**src/rtl/sram_pkg.sv**
```systemverilog
// Shared types and sizing for the SRAM arbiter slice.
package sram_pkg;

  localparam int unsigned ADDR_W = 8;
  localparam int unsigned DATA_W = 32;
  localparam int unsigned ID_W   = 1;

  typedef enum logic [1:0] {
    ST_IDLE  = 2'd0,
    ST_ISSUE = 2'd1,
    ST_RESP  = 2'd2
  } state_t;

  // Latched command of the granted requester
  typedef struct packed {
    logic              we;
    logic [ID_W-1:0]   id;
    logic [ADDR_W-1:0] addr;
    logic [DATA_W-1:0] wdata;
  } cmd_t;

endpackage

```
**src/rtl/sram_arbiter_rr_arb2.sv**
```systemverilog
// Two-way round-robin picker; the pointer remembers the last granted requester.
module rr_arb2 (
  input  logic       clk,
  input  logic       rst,
  input  logic [1:0] req,
  input  logic       advance,
  output logic [1:0] win
);

  logic last_q;

  // On contention the requester not granted last wins
  always_comb begin
    win = req;
    if (req == 2'b11) begin
      win = last_q ? 2'b01 : 2'b10;
    end
  end

  always_ff @(posedge clk) begin
    if (rst) begin
      last_q <= 1'b1;
    end else if (advance && (win != 2'b00)) begin
      last_q <= win[1];
    end
  end

endmodule

```
**src/rtl/sram_arbiter.sv**
```systemverilog
// Two-requester access sequencer for the single-port SRAM.
// Build option: SRAM_ARB_FIXED_PRIO_EN selects fixed priority (requester 0 wins).
module sram_arbiter
  import sram_pkg::*;
(
  input  logic              clk,
  input  logic              rst,
  input  logic              req0,
  input  logic              we0,
  input  logic [ADDR_W-1:0] addr0,
  input  logic [DATA_W-1:0] wdata0,
  input  logic              req1,
  input  logic              we1,
  input  logic [ADDR_W-1:0] addr1,
  input  logic [DATA_W-1:0] wdata1,
  output logic              gnt0,
  output logic              gnt1,
  output logic              rvalid0,
  output logic              rvalid1,
  output logic [DATA_W-1:0] rdata,
  output logic              busy,
  output logic              sram_cs_n,
  output logic              sram_we_n,
  output logic [ADDR_W-1:0] sram_addr,
  output logic [DATA_W-1:0] sram_wdata,
  input  logic [DATA_W-1:0] sram_rdata,
  input  logic              sram_ry
);

  state_t            state_q, state_nxt;
  cmd_t              cmd_q, cmd_nxt;
  logic              rd_pend_q, rd_pend_nxt;
  logic [1:0]        win;
  logic              advance;
  logic [1:0]        gnt_nxt, rvalid_nxt;
  logic [DATA_W-1:0] rdata_nxt, wdata_nxt;
  logic [ADDR_W-1:0] addr_nxt;
  logic              cs_n_nxt, we_n_nxt;

  assign advance = (state_q == ST_IDLE) && sram_ry;

`ifdef SRAM_ARB_FIXED_PRIO_EN
  always_comb begin
    win = 2'b00;
    if (req0) begin
      win = 2'b01;
    end else if (req1) begin
      win = 2'b10;
    end
  end
`else
  rr_arb2 u_rr_arb2 (
    .clk     (clk),
    .rst     (rst),
    .req     ({req1, req0}),
    .advance (advance),
    .win     (win)
  );
`endif

  // Next state and next registered outputs
  always_comb begin
    state_nxt   = state_q;
    cmd_nxt     = cmd_q;
    rd_pend_nxt = 1'b0;
    gnt_nxt     = 2'b00;
    rvalid_nxt  = 2'b00;
    rdata_nxt   = rdata;
    cs_n_nxt    = 1'b1;
    we_n_nxt    = 1'b1;
    addr_nxt    = sram_addr;
    wdata_nxt   = sram_wdata;

    // SRAM data is valid the cycle after RESP; return it to the owner
    if (rd_pend_q) begin
      rdata_nxt  = sram_rdata;
      rvalid_nxt = cmd_q.id[0] ? 2'b10 : 2'b01;
    end

    unique case (state_q)
      ST_IDLE: begin
        if (advance && (win != 2'b00)) begin
          gnt_nxt       = win;
          cmd_nxt.we    = win[1] ? we1 : we0;
          cmd_nxt.id    = ID_W'(win[1]);
          cmd_nxt.addr  = win[1] ? addr1 : addr0;
          cmd_nxt.wdata = win[1] ? wdata1 : wdata0;
          state_nxt     = ST_ISSUE;
        end
      end
      ST_ISSUE: begin
        cs_n_nxt  = 1'b0;
        we_n_nxt  = ~cmd_q.we;
        addr_nxt  = cmd_q.addr;
        wdata_nxt = cmd_q.wdata;
        state_nxt = cmd_q.we ? ST_IDLE : ST_RESP;
      end
      ST_RESP: begin
        rd_pend_nxt = 1'b1;
        state_nxt   = ST_IDLE;
      end
      default: state_nxt = ST_IDLE;
    endcase
  end

  always_ff @(posedge clk) begin
    if (rst) begin
      state_q    <= ST_IDLE;
      cmd_q      <= '0;
      rd_pend_q  <= 1'b0;
      gnt0       <= 1'b0;
      gnt1       <= 1'b0;
      rvalid0    <= 1'b0;
      rvalid1    <= 1'b0;
      rdata      <= '0;
      busy       <= 1'b0;
      sram_cs_n  <= 1'b1;
      sram_we_n  <= 1'b1;
      sram_addr  <= '0;
      sram_wdata <= '0;
    end else begin
      state_q    <= state_nxt;
      cmd_q      <= cmd_nxt;
      rd_pend_q  <= rd_pend_nxt;
      gnt0       <= gnt_nxt[0];
      gnt1       <= gnt_nxt[1];
      rvalid0    <= rvalid_nxt[0];
      rvalid1    <= rvalid_nxt[1];
      rdata      <= rdata_nxt;
      busy       <= (state_nxt != ST_IDLE);
      sram_cs_n  <= cs_n_nxt;
      sram_we_n  <= we_n_nxt;
      sram_addr  <= addr_nxt;
      sram_wdata <= wdata_nxt;
    end
  end

endmodule

```
**config.mk**
```make
export PLATFORM = sky130hd
export DESIGN_NAME = sram_arbiter
export DESIGN_NICKNAME = d
export VERILOG_FILES = /design/src/rtl/sram_pkg.sv /design/src/rtl/sram_arbiter_rr_arb2.sv /design/src/rtl/sram_arbiter.sv
export SDC_FILE = /design/constraint.sdc
export NUM_CORES = 1
export LEC_CHECK = 0
export ABC_AREA = 0
export CAP_MARGIN = 40
export CORE_ASPECT_RATIO = 0.5
export CORE_MARGIN = 2
export CORE_UTILIZATION = 42
export CTS_CLUSTER_SIZE = 25
export DETAILED_ROUTE_END_ITERATION = 10
export PLACE_DENSITY = 0.8
export SYNTH_ARGS = -nofsm -noshare
export SYNTH_HDL_FRONTEND = slang
export SYNTH_HIERARCHICAL = 1
export SYNTH_SLANG_ARGS = --single-unit
```
**constraint.sdc**
```tcl
create_clock -name clk -period 1.9 [get_ports clk]
set_clock_uncertainty 0.15 [all_clocks]
set_input_delay 0.475 -clock clk [delete_from_list [all_inputs] [get_ports clk]]
set_output_delay 0.475 -clock clk [all_outputs]
set_load 0.02 [all_outputs]
```
Word-level counts from Yosys, hierarchy flattened --
Cells that the tools add are included.
Operators by class: reduce and logical (&&, ||, !) cells 9, bitwise gates (word level) 5, eq/ne operators 3, muxes and demuxes 11
Operators with widths (number):
- $mux 32 | 1
- $mux 2 | 5
- $mux 8 | 1
- $not 1->1 | 5
- $eq 2x2->1 const B | 2
- $pmux 2 s2 | 1
- $reduce_bool 2->1 | 2
- $reduce_or 2->1 | 2
- $mux 1 | 3
- $reduce_or 3->1 | 1
- $eq 2x1->1 const B | 1
- $logic_and 1x1->1 | 2
- $logic_not 2->1 | 1
- $reduce_and 2->1 | 1
Word-level totals: word-level logic and storage cells 45, output and inout bits 79, register bits after elaboration 125

Longest topological paths before layout --
Gate-level depths: netlist (run 1).
word-level depth 7, mapped depth 6

Modules after synthesis --
Netlist (run 1), hierarchy kept.
Modules (own cells, without submodules):
- sram_arbiter | cells an instance 359, area each 4383.0 sq um, instances 1
- rr_arb2 | cells an instance 7, area each 61.3 sq um, instances 1

Least setup slack after synthesis (run 1) --
Ideal clock, no wire load.
path kind in2reg, start in req1, end reg cmd_q[8] (netlist bit), path slack 196 ps, data required time 1680 ps, arrival 1484 ps, setup time 70 ps, path buffers 2, stages on the path 6, path through a21boi_0 -> buf_6 -> or2_4 -> a21oi_4 -> buf_6 -> o2bb2ai_1
On the way: cells in the longest elaborated chain, start to end 5, elaborated cells between the ends (all ways) 6, those cells by class eq/ne: 1; mux: 2; reduce/logical: 3
RTL lines:
- from (decl) | line sram_arbiter.sv:12 | input logic req1,
- $eq 2x2->1 | line sram_arbiter_rr_arb2.sv:15 | if (req == 2'b11) begin
- $mux 2 * | line sram_arbiter_rr_arb2.sv:15
- $reduce_bool 2->1 | line sram_arbiter.sv:82 | if (advance && (win != 2'b00)) begin
- $logic_and 1x1->1 | line sram_arbiter.sv:82
- $reduce_and 2->1 (no line)
- to (signal assigned) | line sram_arbiter.sv:123 | cmd_q <= cmd_nxt;
- to (decl) | line sram_arbiter.sv:31 | cmd_t cmd_q, cmd_nxt;
Every way passes the cells marked *; elsewhere a longest branch is shown, timed or not. A chain may end at the register's enable or synchronous reset.

Worst setup path in the final report (run 1) --
start in req0, end reg cmd_q[32] (netlist bit)
On the way: cells in the longest elaborated chain, start to end 5, elaborated cells between the ends (all ways) 6, those cells by class eq/ne: 1; mux: 2; reduce/logical: 3
RTL lines:
- from (decl) | line sram_arbiter.sv:8 | input logic req0,
- $eq 2x2->1 * | line sram_arbiter_rr_arb2.sv:15
- $mux 2 * | line sram_arbiter_rr_arb2.sv:15
- named net win[1] | line sram_arbiter.sv:33 | logic [1:0] win;
- $reduce_bool 2->1 | line sram_arbiter.sv:82
- $logic_and 1x1->1 | line sram_arbiter.sv:82
- $reduce_and 2->1 (no line)
The timed path passes the listed nets; every way through them passes the cells marked *.

==> flow_summary.toml, run 1 <==
[min_path]
hold-path-endpoint = "sram_we_n"
worst_hold_startpoint = "cmd_q[41]"
holdCritPathClass = "flip-flop to flip-flop"
holdPathStages = 1

[clocking]
clock-sinks = 125
root_buffer = "clkbuf_16"
cts_tree = "yes"
cts_inserted_buffers = 17
clockBufferDepth = 2
cts.hold.buffers_added = 0
clk_latency_ns = 0.40
path_clk_slew_ns = 0.05
cts.htree.levels = 4

[setup_path]
startpoint = "req0"
r2r_start = "state_q[1]"
worstPathCellList = "clkdlybuf4s50_1 > a21boi_4 > or2_4 > a21oi_4 > buf_12 > o2bb2ai_1"
max_stage_delay_ns = 0.54
worst-path-buf-inv = 2
cp_slowest_cell = "clkdlybuf4s50_1"
end_kind = "flip-flop"
worstPathRequired_ns = 2.08
cp_top_family = "buffers and inverters"
critPathMaxFanout = 35
rr_endpoint = "sram_addr[4]"
critPathLaunchType = "input port"
arrival_ns = 1.97
r2r_cells = 4
crit_type = "input port to flip-flop"
r2r_slack_ns = 0.27

[yosys]
netlist_area_sq_mm = 0.00444
synthFlopType = "dfxtp_1"
synthArstFlopShare_pct = 0
syn_inst = 366
ys_warn_count = 6
ys_seq_area_share_pct = 56.3
synth_edf_count = 0
ys_seq_elements = 125
synth_area_per_cell_sq_um = 12.1
synth_nets = 485
synth_cell_types = 24

[detailed_routing]
drt-initial-drc-count = 129
firstDrtPassIters = 4
drtAntennaViolNets = 0
drt_wl_total_um = 11600
drc = 0
drt-vias-per-instance = 4.95
vias = 3583
routedWlPerCell_um = 16.0

[place]
port_buffers = 197
dp_hpwl_um = 8250
gp_congestion = 0.753
post-place-ws_ns = -0.296
post-place-cells = 693

[power]
power.density_mw_per_mm2 = 898
p_leak_nw = 3.05
power_frac_seq_pct = 43.5
p_switching_mw = 1.40
power_frac_comb_pct = 10.8
clock_power_share_pct = 45.7
vdd_ir_drop_max_uv = 636
swShare_pct = 21.9
power.internal_mw = 4.98

[layout]
nNetsFinal = 691
fin_cells = 724
drive_above_1_share_pct = 9.59
post-route-util_pct = 69.3
layout_commonest_cell = "dfxtp_1"
mostFrequentLayoutCells = "124 x dfxtp_1, 118 x clkdlybuf4s50_1, 79 x dlygate4sd2_1"
syn2layout_area_growth_pct = 59.7
diodes = 0

[global_routing]
grt_pass1_wl_um = 18700
overflow = 0
grt_pass1_vias = 3659
grt_use_total_pct = 20.8
grt_max_degree = 36
antenna_found_initial = 0

[run]
drv_cap = 0

[timing]
min_period_ns = 1.79
rsz0062_at_grt = "no"
fmax_mhz = 558
finalSetupTns_ns = 0
finalWorstSetupSlack_ns = 0.109
slew_viol_final = 0
finalSetupViolCount = 0
hold_viol = 0
relSlewSlack_pct = 62.9
worst_pin_slew_ns = 0.555
hold_ws_ns = 0.268
min_period_over_period_pct = 94.3

[floorplan]
core_area_sq_mm = 0.0102
row_count = 26
die-height_um = 76.7
ios = 198
initial_utilization_pct = 43.4
die_area_sq_mm = 0.0115
die_w_um = 149

[run_status]
outcome = "finished, final reports clean"
[metrics by stage]
step / total power [mW] / area [sq um]
floorplan: 3.13 / 4440
global placement: 3.51 / 6630
detailed placement: 3.54 / 6660
CTS: 6.43 / 7100
global route: 6.61 / 7100
finish: 6.38 / 7100
[worst max path at each step]
| stage | to | slack, ns | depth (start not counted) |
|---|---|---|---|
| floorplan | cmd_q[8] | 0.20 | 6 |
| global placement | sram_wdata[23] | -0.39 | 3 |
| detailed placement | cmd_q[15] | -0.30 | 6 |
| CTS | cmd_q[32] | 0.11 | 6 |
| global route | cmd_q[32] | 0.04 | 6 |
| finish | cmd_q[32] | 0.11 | 6 |
[power groups by stage]
stage,logic (mW),registers [mW],clock network [mW]
after floorplan,0.280,2.85,0
after global placement,0.690,2.82,0
after detailed placement,0.712,2.83,0
after CTS,0.697,2.77,2.96
after global routing,0.742,2.78,3.08
final,0.691,2.77,2.91
[flip-flops by register name (all words and copies together), names as in the netlist, 2 cells and up]
signal and cells:
cmd_q 42, rdata 32, sram_addr 8, sram_wdata 32, state_q 2
[cell usage after synthesis (all sizes together), types with 2 or more instances]
cell,count,area share (%)
clkbuf,6,0.51
a22o,41,8.1
nor3b,2,0.59
a21oi,3,0.59
mux2i,73,16
and3,5,0.70
inv,5,0.42
dfxtp,125,56
nor2,33,2.8
buf,24,4.0
o2bb2ai,41,8.2
a21boi,2,0.34
[routing by layer]
metal	vias to the layer above	share of wire (%)	track usage (%)
li1	1764	-	-
met4	0	1.7	8.57
met5	-	0	0
met3	18	6.0	6.61
met2	106	48	34.5
met1	1695	45	25.1
[cell type report]
type	instances	area (sq um)
fillers	800	3150
multi-input cells	206	1740
repair buffers	217	2120
inverters	5	18.8
clock inverters	7	65.1
clock buffers	24	472
flip-flops and latches	125	2500
well taps	140	175
[what timing repair did]
item	4_1_cts	5_1_grt
setup endpoints to repair	79	0
gates resized for setup	79	0
buffers inserted	0	0
[worst reg2reg max path: stages (launching register included)]
cell and delay, ns:
dfxtp_1 0.39, inv_1 0.13, a21oi_4 0.49, buf_16 0.24, a22o_1 0.17
[kinds of logic (layout without fill, tap and decap cells)]
family / count (synthesis) / count (layout) / synth area share, %
AO/OA/AOI/OAI: 89 / 89 / 17.6
buffers and inverters: 35 / 253 / 4.95
AND/OR/NAND/NOR: 44 / 44 / 4.70
flip-flops: 125 / 125 / 56.3
multiplexers: 73 / 73 / 16.4
No activity file was read; power rests on OpenSTA's default activity.
==> run 2: changes to the inputs <==
Settings changed: CTS_CLUSTER_SIZE 25 to unset.
==> results of run 2 <==
The final DEF is identical to that of run 1; final timing and power are the same.
==> run 3: changes to the inputs <==
Settings changed: CTS_CLUSTER_SIZE set to 12, PLACE_DENSITY 0.8 to unset, PLACE_DENSITY_LB_ADDON set to 0.15, SLEW_MARGIN set to 20.
==> run 3 against run 2 <==
  * Clock power is 19% higher
  * Final area is 1.5% higher
  * Register-to-register slack better by 0.04 ns
  * Critical path type unchanged
  * Worst hold slack better by 0.0051 ns
  * Critical endpoint is now cmd_q[38]
  * Global-route usage is 0.87 points lower
  * Highest routed layer unchanged
==> flow_summary.toml, run 3 (synthesis results as in run 1) <==
[timing]
fmax_mhz = 548
hold_ws_ns = 0.273
slew_viol_final = 0
min_period_over_period_pct = 96.1
finalSetupViolCount = 0
finalSetupTns_ns = 0
rsz0062_at_grt = "no"
min_period_ns = 1.83
hold_viol = 0
relSlewSlack_pct = 63.7
worst_pin_slew_ns = 0.543

[place]
placed_cell_area_sq_mm = 0.00666
dp_hpwl_um = 7730
post-place-cells = 691
port_buffers = 197
gp_congestion = 0.703

[floorplan]
ios = 198
die_w_um = 149
initial_utilization_pct = 43.4
row_count = 26
die-height_um = 76.7
core_area_sq_mm = 0.0102
die_area_sq_mm = 0.0115

[layout]
nNetsFinal = 689
design_area_sq_mm = 0.00721
multi_input_area_sq_mm = 0.00175
mostFrequentLayoutCells = "124 x dfxtp_1, 118 x clkdlybuf4s50_1, 79 x dlygate4sd2_1"
regMostFlops = "cmd_q"
reg_top3 = "cmd_q: 42 flops, rdata: 32 flops, sram_wdata: 32 flops"
diodes = 0
syn2layout_area_growth_pct = 62.1
layout_commonest_cell = "dfxtp_1"
n_fill_cell = 788
drive_above_1_share_pct = 10.3
largest_register_ffs = 42
regArea_sq_mm = 0.00250
fin_cells = 723

[run]
drv_cap = 0

[clocking]
clock-sinks = 125
cts_setup_buffers = 0
path_clk_slew_ns = 0.05
clockBufferDepth = 2
cts.htree.levels = 4
root_buffer = "clkbuf_16"
cts_tree = "yes"
clk_latency_ns = 0.40
cts_inserted_buffers = 17

[setup_path]
worstPathCellList = "clkdlybuf4s50_1 > a21boi_4 > buf_4 > buf_12 > mux2i_1 > o2bb2ai_1"
worstPathRequired_ns = 2.03
max_stage_delay_ns = 0.53
critPathMaxFanout = 18
end_kind = "flip-flop"
crit_type = "input port to flip-flop"
cp_top_family = "buffers and inverters"
cp_slowest_cell = "clkdlybuf4s50_1"
arrival_ns = 1.96
critPathLaunchType = "input port"
worst-path-buf-inv = 3

[run_status]
outcome = "finished, final reports clean"

[power]
swShare_pct = 21.1
power_frac_comb_pct = 9.9
power.density_mw_per_mm2 = 960
power.internal_mw = 5.46
clock_power_share_pct = 50.0
vdd_ir_drop_max_uv = 589
p_leak_nw = 3.09
p_switching_mw = 1.46
power_frac_seq_pct = 40.1

[detailed_routing]
firstDrtPassIters = 4
vias = 3520
drt-vias-per-instance = 4.87
drt-initial-drc-count = 121
drt_wl_total_um = 11100
drtAntennaViolNets = 0
routedWlPerCell_um = 15.4
drc = 0

[global_routing]
antenna_found_initial = 0
grt_use_total_pct = 20.0
grt_max_degree = 36
grt_pass1_vias = 3528
grt_pass1_wl_um = 18000
overflow = 0

[min_path]
holdCritPathClass = "flip-flop to flip-flop"
[run 3: cell count changes in the layout (fill, tap and decap cells not counted), moves of 2 or more]
cell / previous run / this run
buf_4: 13 / 10
bufinv_16: 1 / 4
clkbuf_1: 5 / 1
clkbuf_8: 2 / 4
clkinv_2: 4 / 2
clkinvlp_4: 2 / 4
[run 3: what timing repair did]
item	4_1_cts	5_1_grt
gates resized for setup	80	1
endpoints found under the hold margin	0	0
setup endpoints to repair	80	19
pin swaps	0	0
hold buffers	0	0
[run 3: metal layers]
metal / global-route usage, % / vias to the layer above / routed length (um)
li1: - / 1750 / -
met1: 24.4 / 1637 / 4960
met2: 32.2 / 120 / 5180
met3: 7.44 / 13 / 859
met4: 7.33 / 0 / 106
met5: 0 / - / 0
[run 3: final timing paths]
| check | cells past startpoint | start | slack [ns] | to |
|---|---|---|---|---|
| setup reg to reg | 4 | state_q[1] | 0.31 | sram_wdata[10] |
| hold reg to reg | 1 | cmd_q[41] | 0.27 | sram_we_n |
| setup / recovery | 6 | req1 | 0.07 | cmd_q[38] |
| hold / removal | 1 | cmd_q[41] | 0.27 | sram_we_n |
[run 3: per-stage QoR]
stage	util (%)	power, mW	setup WS (ns)
2_1_floorplan	-	3.13	0.196
3_3_place_gp	64.7	3.51	-0.372
3_5_place_dp	65.0	3.53	-0.397
4_1_cts	70.3	6.98	0.0740
5_1_grt	70.3	7.15	0.00140
6_report	70.3	6.92	0.0738
[run 3: power groups by stage]
stage / registers (mW) / clock network, mW / logic (mW)
2_1_floorplan: 2.85 / 0 / 0.280
3_3_place_gp: 2.82 / 0 / 0.688
3_5_place_dp: 2.82 / 0 / 0.706
4_1_cts: 2.77 / 3.51 / 0.692
5_1_grt: 2.78 / 3.63 / 0.739
6_report: 2.77 / 3.46 / 0.686
[run 3: cell type report]
cell class	instances	area share, %
clock buffer	22	6.72
clock inverter	10	2.22
inverter	5	0.260
multi-input combinational	206	24.3
sequential	125	34.7
tap	140	2.43
timing repair buffer	215	29.4
